[config.mk]
export PLATFORM = sky130hd
export DESIGN_NAME = fetch_stage
export DESIGN_NICKNAME = d
export VERILOG_FILES = /design/src/rtl/fetch_stage.sv
export SDC_FILE = /design/constraint.sdc
export NUM_CORES = 1
export LEC_CHECK = 0
export ABC_AREA = 1
export BUFFER_PORTS_ARGS = -buffer_cell sky130_fd_sc_hd__buf_2
export CORE_MARGIN = 4
export CORE_UTILIZATION = 32
export DETAILED_ROUTE_END_ITERATION = 16
export SLEW_MARGIN = 40
export SYNTH_ARGS = -nofsm -noshare
export SYNTH_HDL_FRONTEND = slang
export SYNTH_SLANG_ARGS = --single-unit
[constraint.sdc]
create_clock -name clk -period 6.54 [get_ports clk]
set_clock_uncertainty 0.05 [all_clocks]
set_input_delay 1.308 -clock clk [delete_from_list [all_inputs] [get_ports clk]]
set_output_delay 1.308 -clock clk [all_outputs]
set_load 0.05 [all_outputs]
[src/rtl/fetch_stage.sv]
// Instruction fetch front-end: owns the PC, drives the instruction ROM address and
// presents each fetched word to decode through a one-entry IF/ID slot with valid/ready.
module fetch_stage #(
    parameter int                 ADDR_W   = 32,
    parameter int                 INST_W   = 32,
    parameter logic [ADDR_W-1:0]  RESET_PC = '0,
    parameter logic [ADDR_W-1:0]  PC_STEP  = ADDR_W'(1),
    parameter logic [INST_W-1:0]  NOP_INST = '0
) (
    input  logic              clk,
    input  logic              rst,
    output logic [ADDR_W-1:0] inst_addr,
    input  logic [INST_W-1:0] inst_data,
    output logic              id_valid,
    input  logic              id_ready,
    output logic [INST_W-1:0] id_inst,
    output logic [ADDR_W-1:0] id_pc,
    input  logic              redirect_valid,
    input  logic [ADDR_W-1:0] redirect_pc,
    input  logic              halt_req,
    input  logic              resume,
    output logic              halted,
    output logic [31:0]       fetch_count
);

    localparam logic [1:0] BOOT   = 2'd0;
    localparam logic [1:0] RUN    = 2'd1;
    localparam logic [1:0] HALTED = 2'd2;

    logic [1:0]        state_q, state_d;
    logic [ADDR_W-1:0] pc_q, pc_d;
    logic              id_valid_q, id_valid_d;
    logic [INST_W-1:0] id_inst_q, id_inst_d;
    logic [ADDR_W-1:0] id_pc_q, id_pc_d;
    logic [31:0]       fetch_count_q, fetch_count_d;
    logic              advance;

    assign advance = !id_valid_q || id_ready;

    always_comb begin
        state_d       = state_q;
        pc_d          = pc_q;
        id_valid_d    = id_valid_q;
        id_inst_d     = id_inst_q;
        id_pc_d       = id_pc_q;
        fetch_count_d = fetch_count_q;
        case (state_q)
            HALTED: begin
                // No new fetches; the occupied slot still drains to decode.
                if (id_valid_q && id_ready) begin
                    id_valid_d = 1'b0;
                    id_inst_d  = NOP_INST;
                end
                if (resume && !halt_req) begin
                    state_d = RUN;
                end
            end
            default: begin
                if (redirect_valid) begin
                    pc_d       = redirect_pc;
                    id_valid_d = 1'b0;
                    id_inst_d  = NOP_INST;
                end else if (state_q == RUN && advance) begin
                    id_inst_d     = inst_data;
                    id_pc_d       = pc_q;
                    id_valid_d    = 1'b1;
                    pc_d          = pc_q + PC_STEP;
                    fetch_count_d = fetch_count_q + 32'd1;
                end
                // Halt lands after this cycle's fetch or redirect has been applied.
                state_d = halt_req ? HALTED : RUN;
            end
        endcase
    end

    always_ff @(posedge clk or posedge rst) begin
        if (rst) begin
            state_q       <= BOOT;
            pc_q          <= RESET_PC;
            id_valid_q    <= 1'b0;
            id_inst_q     <= NOP_INST;
            id_pc_q       <= '0;
            fetch_count_q <= '0;
        end else begin
            state_q       <= state_d;
            pc_q          <= pc_d;
            id_valid_q    <= id_valid_d;
            id_inst_q     <= id_inst_d;
            id_pc_q       <= id_pc_d;
            fetch_count_q <= fetch_count_d;
        end
    end

    assign inst_addr   = pc_q;
    assign id_valid    = id_valid_q;
    assign id_inst     = id_inst_q;
    assign id_pc       = id_pc_q;
    assign halted      = (state_q == HALTED);
    assign fetch_count = fetch_count_q;

endmodule

# Yosys cells after proc, flatten, opt, wreduce, memory -nomap -nowiden
# Cells that the tools add are included.
dict set report word_totals {
  word_cells 38
  in_bits 70
  reg_bits 131
  output_inout_bits 130
}
dict set report op_classes {
  bitwise_logic 2
  n_addsub 2
  n_eq_ne 4
  muxes 13
  reduce_logical 11
}
# op n
set ops {}
lappend ops {{$mux W32} 6}
lappend ops {{$add A32 B1 Y32 const B} 2}
lappend ops {{$mux W2} 3}
lappend ops {{$mux W1} 4}
lappend ops {{$ne A2 B1 Y1 const B} 2}
lappend ops {{$reduce_and A2 Y1} 2}
lappend ops {{$logic_and A1 B1 Y1} 3}
lappend ops {{$reduce_and A3 Y1} 1}
lappend ops {{$reduce_bool A3 Y1} 1}
lappend ops {{$eq A2 B1 Y1 const B} 1}
lappend ops {{$eq A2 B2 Y1 const B} 1}
lappend ops {{$logic_not A1 Y1} 2}
lappend ops {{$not A1 Y1} 2}
lappend ops {{$reduce_bool A2 Y1} 1}
lappend ops {{$logic_or A1 B1 Y1} 1}

# Logic depth before layout (Yosys ltp)
# Gate-level depths: netlist of the first run.
dict set report logic_depth {
  depth_word 6
  mapped_depth 11
  depth_no_buf 11
}

# Worst setup path before layout of the first run
# No wires, ideal clock.
dict set report synth_path {
  kind {input-to-reg}
  from {input port redirect_valid}
  to {register fetch_count_q[9], in the netlist fetch_count[9]}
  n_path_buf 2
  stages 7
  arrival_ns 2.140
  required_ns 6.347
  setup_ns 0.143
  setup_slack_ns 4.207
  path_cell_list {buf_2 inv_2 nand3_4 buf_4 nor2_1 nand2_1 xnor2_1}
}
dict set report synth_between {
  elab_chain_len 2
}
# element line
set synth_lines {}
lappend synth_lines {{start, declared} 18} ;# input logic redirect_valid,
lappend synth_lines {{$not A1 Y1 (no source line)} -}
lappend synth_lines {{$reduce_and A3 Y1 (no source line)} -}
lappend synth_lines {{end signal, assigned} 90} ;# fetch_count_q <= fetch_count_d;
lappend synth_lines {{end, declared} 35} ;# logic [31:0] fetch_count_q, fetch_count_d;
# Every way passes these cells.
# A chain may end at the register's enable or synchronous reset.

# Final worst setup path of the first run
dict set report layout_path {
  from {input port redirect_valid}
  to {register fetch_count_q[24], in the netlist fetch_count[24]}
}
# Same word-level chain as after synthesis.

==> results by group, run 1 <==
Run status
  • Status: completed

Global routing
  • First-pass GRT wire length: approximately 33000 µm
  • Largest net degree at the start of global routing: 78
  • Vias in the first global route: 6242
  • GR Util All Layers: 16.8%
  • Gr ovfl total: 0
  • Initial antenna violation count: 0

STA
  • Final setup violation count: 0
  • Hold Vio Cnt, Final: 0
  • Tightest Pin Transition: around 0.76 ns
  • RSZ-0062 raised after global routing: no
  • Fin crit share: 56.9%
  • Tmin final: 3.72 ns
  • Setup Total Neg Slack: 0 ns
  • Relative slew slack: 49.1%
  • Maximum clock rate: 0.269 GHz
  • Slew Limit Fails: 0

Job
  • Max Cap Viol: 0

Worst setup path
  • CP Launch Type: input port
  • CP max FO: 54
  • Worst Path Required: a little under 7 ns
  • Data arrival, critical path: ~4.0 ns
  • Setup crit end kind: flop
  • Crit Path Category: in2reg

CTS
  • Worst-case clock buffer depth: 2
  • CTS buffer count: 17
  • CTS root buffer: clkbuf_16
  • Sink Count: 131
  • H-tree lvl count: 4
  • # hold bufs at CTS: 0
  • CTS tree: built
  • CTS-repair resized insts: 0
  • Clock latency on the worst-skew pair: 0.42 ns
  • Clock slew at reported path FFs: 0.05 ns
  • Post-CTS Setup Inserts: 0

Finish
  • Antenna cells: 0
  • Layout overhead on the synthesized area: 24.9%
  • Share of layout cells above drive strength 1: 23.2%
  • Fin cells: between 1000 and 1500
  • Layout Nets: 1242

Power and ir drop
  • Clock share of power: 29.3%
  • P_leak: 4.48 nW
  • Comb pwr share: between 30% and 40%
  • Sequential share of power: 35.7%
  • Tot Pwr: 0.00307 W
  • Switching power: roughly 0.0013 W
  • Power Density: 349 nW/µm²
  • IR drop worst, VDD: ~0.19 mV
  • Internal: 0.00174 W
  • Sw Ratio: between 40% and 50%

Drt
  • Drt wl/cell: 14.0 µm
  • Vias post-DR: between 6000 and 7000
  • Final ANT Viol Nets: 0
  • Detailed Route Iter0 Violations: between 300 and 400
  • Via/cell ratio: 4.59
  • Total Wirelength: 20400 µm
  • Drt pass-1 iters: 5
  • Residual DRC: 0

Floorplanning
  • # IOs: 200
  • Core Region: 21300 µm²
  • Starting density of the core: 33.0%
  • Die width: 156 µm
  • Row cnt: 53
  • Die H: 156 µm
  • Die Footprint: 24400 µm²

Yosys
  • Largest cells by area after synthesis: dfrtp_1, nand2_1, nor2_1
  • Synth Instances: 978
  • Syn_area_per_cell: 7.19 µm²
  • Top-area cell type share of the netlist area: 46.6%
  • Synth warn: 0
  • Yosys top cell by area: dfrtp_1
  • FF+latch count, synth: 131
  • Sequential element share of the synthesized area: 46.6%
  • Distinct cells, synth: 36
  • Post-synth design cell area: 7030 µm²
  • Syn nets: 1050

Placement
  • Hpwl dp: ~15000 µm
  • IO buf count: 199
  • Routability cong.: 0.848
  • Dpl cells: between 1000 and 1500

Hold path
  • Worst hold path type: reg2reg
## layer usage
layer | vias to the layer above | global-route usage, % | wire [µm] | part of all wire (%)
met5 | - | 0 | 0 | 0
met4 | 0 | 6.07 | 444 | 2.2
met3 | 27 | 3.69 | 1140 | 5.6
met2 | 188 | 27.3 | 9680 | 47
met1 | 3043 | 22.2 | 9170 | 45
li1 | 3419 | - | - | -
## cell families (layout without fill, tap and decap cells)
kind of cell	after synthesis	count (layout)	synth area share, %
AND/OR/NAND/NOR	566	566	33.7
buffers and inverters	148	350	8.69
flip-flops	131	131	46.6
AO/OA/AOI/OAI	115	115	8.65
XOR/XNOR	16	16	1.99
adder cells (fa/ha/maj)	2	2	0.356
## worst paths after layout
| kind | cells after the start | from | slack [ns] | to |
|---|---|---|---|---|
| max | 8 | redirect_valid | 2.82 | fetch_count[24] |
| min | 2 | id_pc[1] | 0.42 | id_pc[1] |
| max reg2reg | 7 | state_q[1] | 4.22 | id_inst[31] |
| min reg2reg | 2 | id_pc[1] | 0.42 | id_pc[1] |
| max in group asynchronous | 3 | rst | 4.28 | fetch_count[20] |
| min in group asynchronous | 2 | rst | 0.97 | id_pc[10] |
## cells in the final DEF (no fill, tap or decap), types with 2 or more instances in the layout
cell       netlist  final
nand2_1        360    360
buf_2           14    199
dfrtp_1        131    131
nor2_1         113    113
inv_1          108    107
o21ai_0         54     54
nand3_1         44     44
o21ai_1         41     41
clkbuf_16        0     17
nor2_2          13     13
a21oi_1         12     12
xnor2_1         10     10
nand2_2          8      8
inv_2            8      7
clkinv_2         1      7
nor2_4           6      6
nand4_1          6      6
xor2_1           6      6
nand3b_1         5      5
nor3_2           4      4
clkbuf_8         0      4
buf_4            3      3
a22oi_1          2      2
o21bai_1         2      2
nor3_1           2      2
and2_1           2      2
ha_1             2      2
clkbuf_1         9      2
## power by group through the flow
stage,Combinational (W),Clock [W],Sequential (W)
after global routing,0.00115,0.000959,0.00112
after detailed placement,0.00108,0,0.00111
after CTS,0.00108,0.000917,0.00110
final,0.00107,0.000900,0.00110
after global placement,0.00107,0,0.00111
after floorplan,0.000296,0,0.00159
## area by class of cell
class,count,area (µm²)
fillers,2225,12500
flip-flops and latches,131,3280
well taps,275,344
multi-input cells,699,3140
clock buffers,23,488
clock inverters,6,55.1
repair buffers,202,1020
inverters,119,457
## synthesized netlist by cell type
cell type / number
o31ai_4: 1
nand3b_1: 5
nand3_1: 44
o21ai_0: 54
nand2_1: 360
nand2_2: 8
nand3_4: 1
buf_4: 3
o21bai_1: 2
inv_2: 8
xnor2_1: 10
nand4_1: 6
a21oi_1: 12
a2bb2oi_1: 1
nor3_2: 4
inv_1: 108
nor2_1: 113
nor2_2: 13
nand3_2: 1
nor4_1: 1
buf_6: 3
nor2_4: 6
clkbuf_1: 9
and2_1: 2
buf_2: 14
a22oi_1: 2
dfrtp_1: 131
inv_4: 1
a31oi_1: 1
clkinv_2: 1
clkinv_1: 1
xor2_1: 6
ha_1: 2
o21ai_1: 41
o22ai_1: 1
nor3_1: 2
## state kept, by name, indices dropped and copies added (netlist names)
register     cells
fetch_count     32
id_inst         32
id_pc           32
id_valid         1
inst_addr       32
state_q          2
## stage by stage
step	utilization, %	setup slack (ns)	hold slack [ns]	area [µm²]
after floorplan	-	1.68	0.602	7030
after global placement	38.7	2.66	0.411	8240
after detailed placement	38.7	2.64	0.414	8240
after CTS	41.2	3.10	0.429	8780
after global routing	41.2	2.45	0.442	8780
final	41.2	2.82	0.424	8780
## worst max-delay path: stages
cell and delay, ns:
buf_2 0.39, clkinv_2 0.66, nand3_4 0.30, clkinv_2 0.60, nand2_2 0.39, clkinv_1 0.12, nand4_1 0.09, nand2_1 0.06
Note: power is estimated with default switching activity, not from simulation.
==> inputs of run 2 (changes only) <==
==> constraint.sdc (replaced) <==
create_clock -name clk -period 3.2 [get_ports clk]
set_clock_uncertainty 0.05 [all_clocks]
set_input_delay 0.64 -clock clk [delete_from_list [all_inputs] [get_ports clk]]
set_output_delay 0.64 -clock clk [all_outputs]
set_load 0.05 [all_outputs]
==> results by group, run 2 (synthesis results as in run 1) <==
Drt
  • Final ANT Viol Nets: 0
  • Wire length on met2: 9880 µm
  • Total Wirelength: 20700 µm
  • Residual DRC: 0
  • Detailed Route Iter0 Violations: 358
  • Drt pass-1 iters: 5
  • Vias post-DR: approximately 6700
  • DR WL met3: 1200 µm
  • Metal-1 WL: 9280 µm
  • Drt wl/cell: ~14 µm
  • Via/cell ratio: roughly 4.6
  • Highest metal used: met4

Finish
  • Layout overhead on the synthesized area: 27.4%
  • Most common cell after layout, fill and taps aside: nand2_1
  • Antenna cells: 0
  • Fin area: 8950 µm²
  • Fill cells: 2216
  • Share of layout cells above drive strength 1: 23.8%
  • Layout Nets: roughly 1200
  • Most frequent cells in the layout: nand2_1, buf_2, dfrtp_1

STA
  • Setup ws final: 1.18 ns
  • RSZ-0062 raised after global routing: no
  • Tmin final: 2.02 ns
  • Hold Vio Cnt, Final: 0
  • Final setup violation count: 0
  • Setup Total Neg Slack: 0 ns
  • Fin crit share: approximately 63%
  • Maximum clock rate: around 0.5 GHz
  • Tightest Pin Transition: 0.754 ns
  • Slew Limit Fails: 0
  • Worst hold slack: 0.168 ns
  • Relative slew slack: 49.7%

Floorplanning
  • Die H: 156 µm
  • Die Footprint: about 24000 µm²
  • # IOs: 200
  • Core Region: 21300 µm²
  • Starting density of the core: 33.0%
  • Row cnt: between 50 and 60
  • Die width: 156 µm

Worst setup path
  • CP max FO: 4
  • Data arrival, critical path: around 1.3 ns
  • CP cell instances: inv_2 > nand2_1 > inv_1 > buf_2
  • FF-to-FF path depth: 10
  • Delay-heaviest family, CP: buffers and inverters
  • CP Launch Type: flop
  • Crit Path Category: reg2out
  • Worst Path Required: 2.51 ns
  • Reg2Reg Setup Slack: 1.29 ns
  • Setup crit end kind: output port
  • Worst reg2reg endpoint: inst_addr[30]
  • CP bufs+invs: 3
  • Largest stage delay on the critical path: 0.37 ns
  • Crit Reg-Reg Startpoint: inst_addr[1]
  • Worst path slowest cell: dfrtp_1

CTS
  • CTS buffer count: 17
  • Worst-case clock buffer depth: 2
  • CTS-repair resized insts: 0
  • Clock latency on the worst-skew pair: 0.41 ns
  • Sink Count: ~130
  • Post-CTS Setup Inserts: 0
  • # hold bufs at CTS: 0
  • CTS root buffer: clkbuf_16
  • CTS tree: built
  • H-tree lvl count: 4
  • Clock slew at reported path FFs: approximately 0.060 ns

Power and ir drop
  • Power Density: ~730 nW/µm²
  • IR drop worst, VDD: around 0.36 mV
  • P_leak: 4.55 nW

Global routing
  • First-pass GRT wire length: 33400 µm
  • Vias in the first global route: approximately 6400
  • Largest net degree at the start of global routing: slightly below 80
  • Initial antenna violation count: 0
  • Gr ovfl total: 0
  • GR Util All Layers: 17.1%

Placement
  • Hpwl dp: 15600 µm
  • IO buf count: 199
  • Pre-CTS setup slack: 0.973 ns
  • Area after DPL: 8330 µm²
  • Routability cong.: 0.859

Hold path
  • Worst hold path type: in2async

Run status
  • Status: completed

Job
  • Max Cap Viol: 0
[run 2: cell types whose count changed in the layout (fill, tap and decap cells not counted)]
cell and delta:
clkbuf_1 -1, buf_12 +4, bufinv_16 +3, clkbuf_8 -3
inv_2 +1, clkinvlp_4 +2, buf_4 +2, clkinv_2 -4
clkinv_4 +4
[run 2: layer usage]
metal / GRT usage, % / vias to the layer above
li1: - / 3422
met1: 23.0 / 3076
met2: 28.0 / 208
met3: 3.58 / 26
met4: 4.83 / 0
met5: 0 / -
[run 2: cell type report]
class | count | area (µm²) | area share (%)
inverters | 119 | 454 | 5.07
flip-flops and latches | 131 | 3280 | 36.6
clock buffers | 19 | 443 | 4.95
well taps | 275 | 344 | 3.84
clock inverters | 12 | 181 | 2.03
multi-input cells | 699 | 3140 | 35.1
repair buffers | 208 | 1110 | 12.4
[run 2: worst max path at each step]
stage | slack, ns | start | to | cells after the start
final | 1.18 | state_q[0] | halted | 4
after global routing | 1.07 | state_q[0] | halted | 4
after CTS | 1.15 | state_q[0] | halted | 4
after detailed placement | 0.97 | id_ready | id_inst[31] | 9
after global placement | 1.01 | id_ready | id_inst[31] | 9
after floorplan | 0.89 | rst | fetch_count[0] | 1
[run 2: where the power goes]
| group | internal (W) | switching, W | total, W |
|---|---|---|---|
| Clock | 0.00133 | 0.000749 | 0.00207 |
| Combinational | 0.000478 | 0.00171 | 0.00219 |
| Sequential | 0.00195 | 0.000299 | 0.00225 |
[run 2: metrics by stage]
stage	total power, W	std cells	utilization, %
finish	0.00652	1463	42.1
global route	0.00688	1463	42.1
floorplan	0.00385	978	-
CTS	0.00660	1463	42.1
detailed placement	0.00449	1432	39.1
global placement	0.00447	1431	39.0
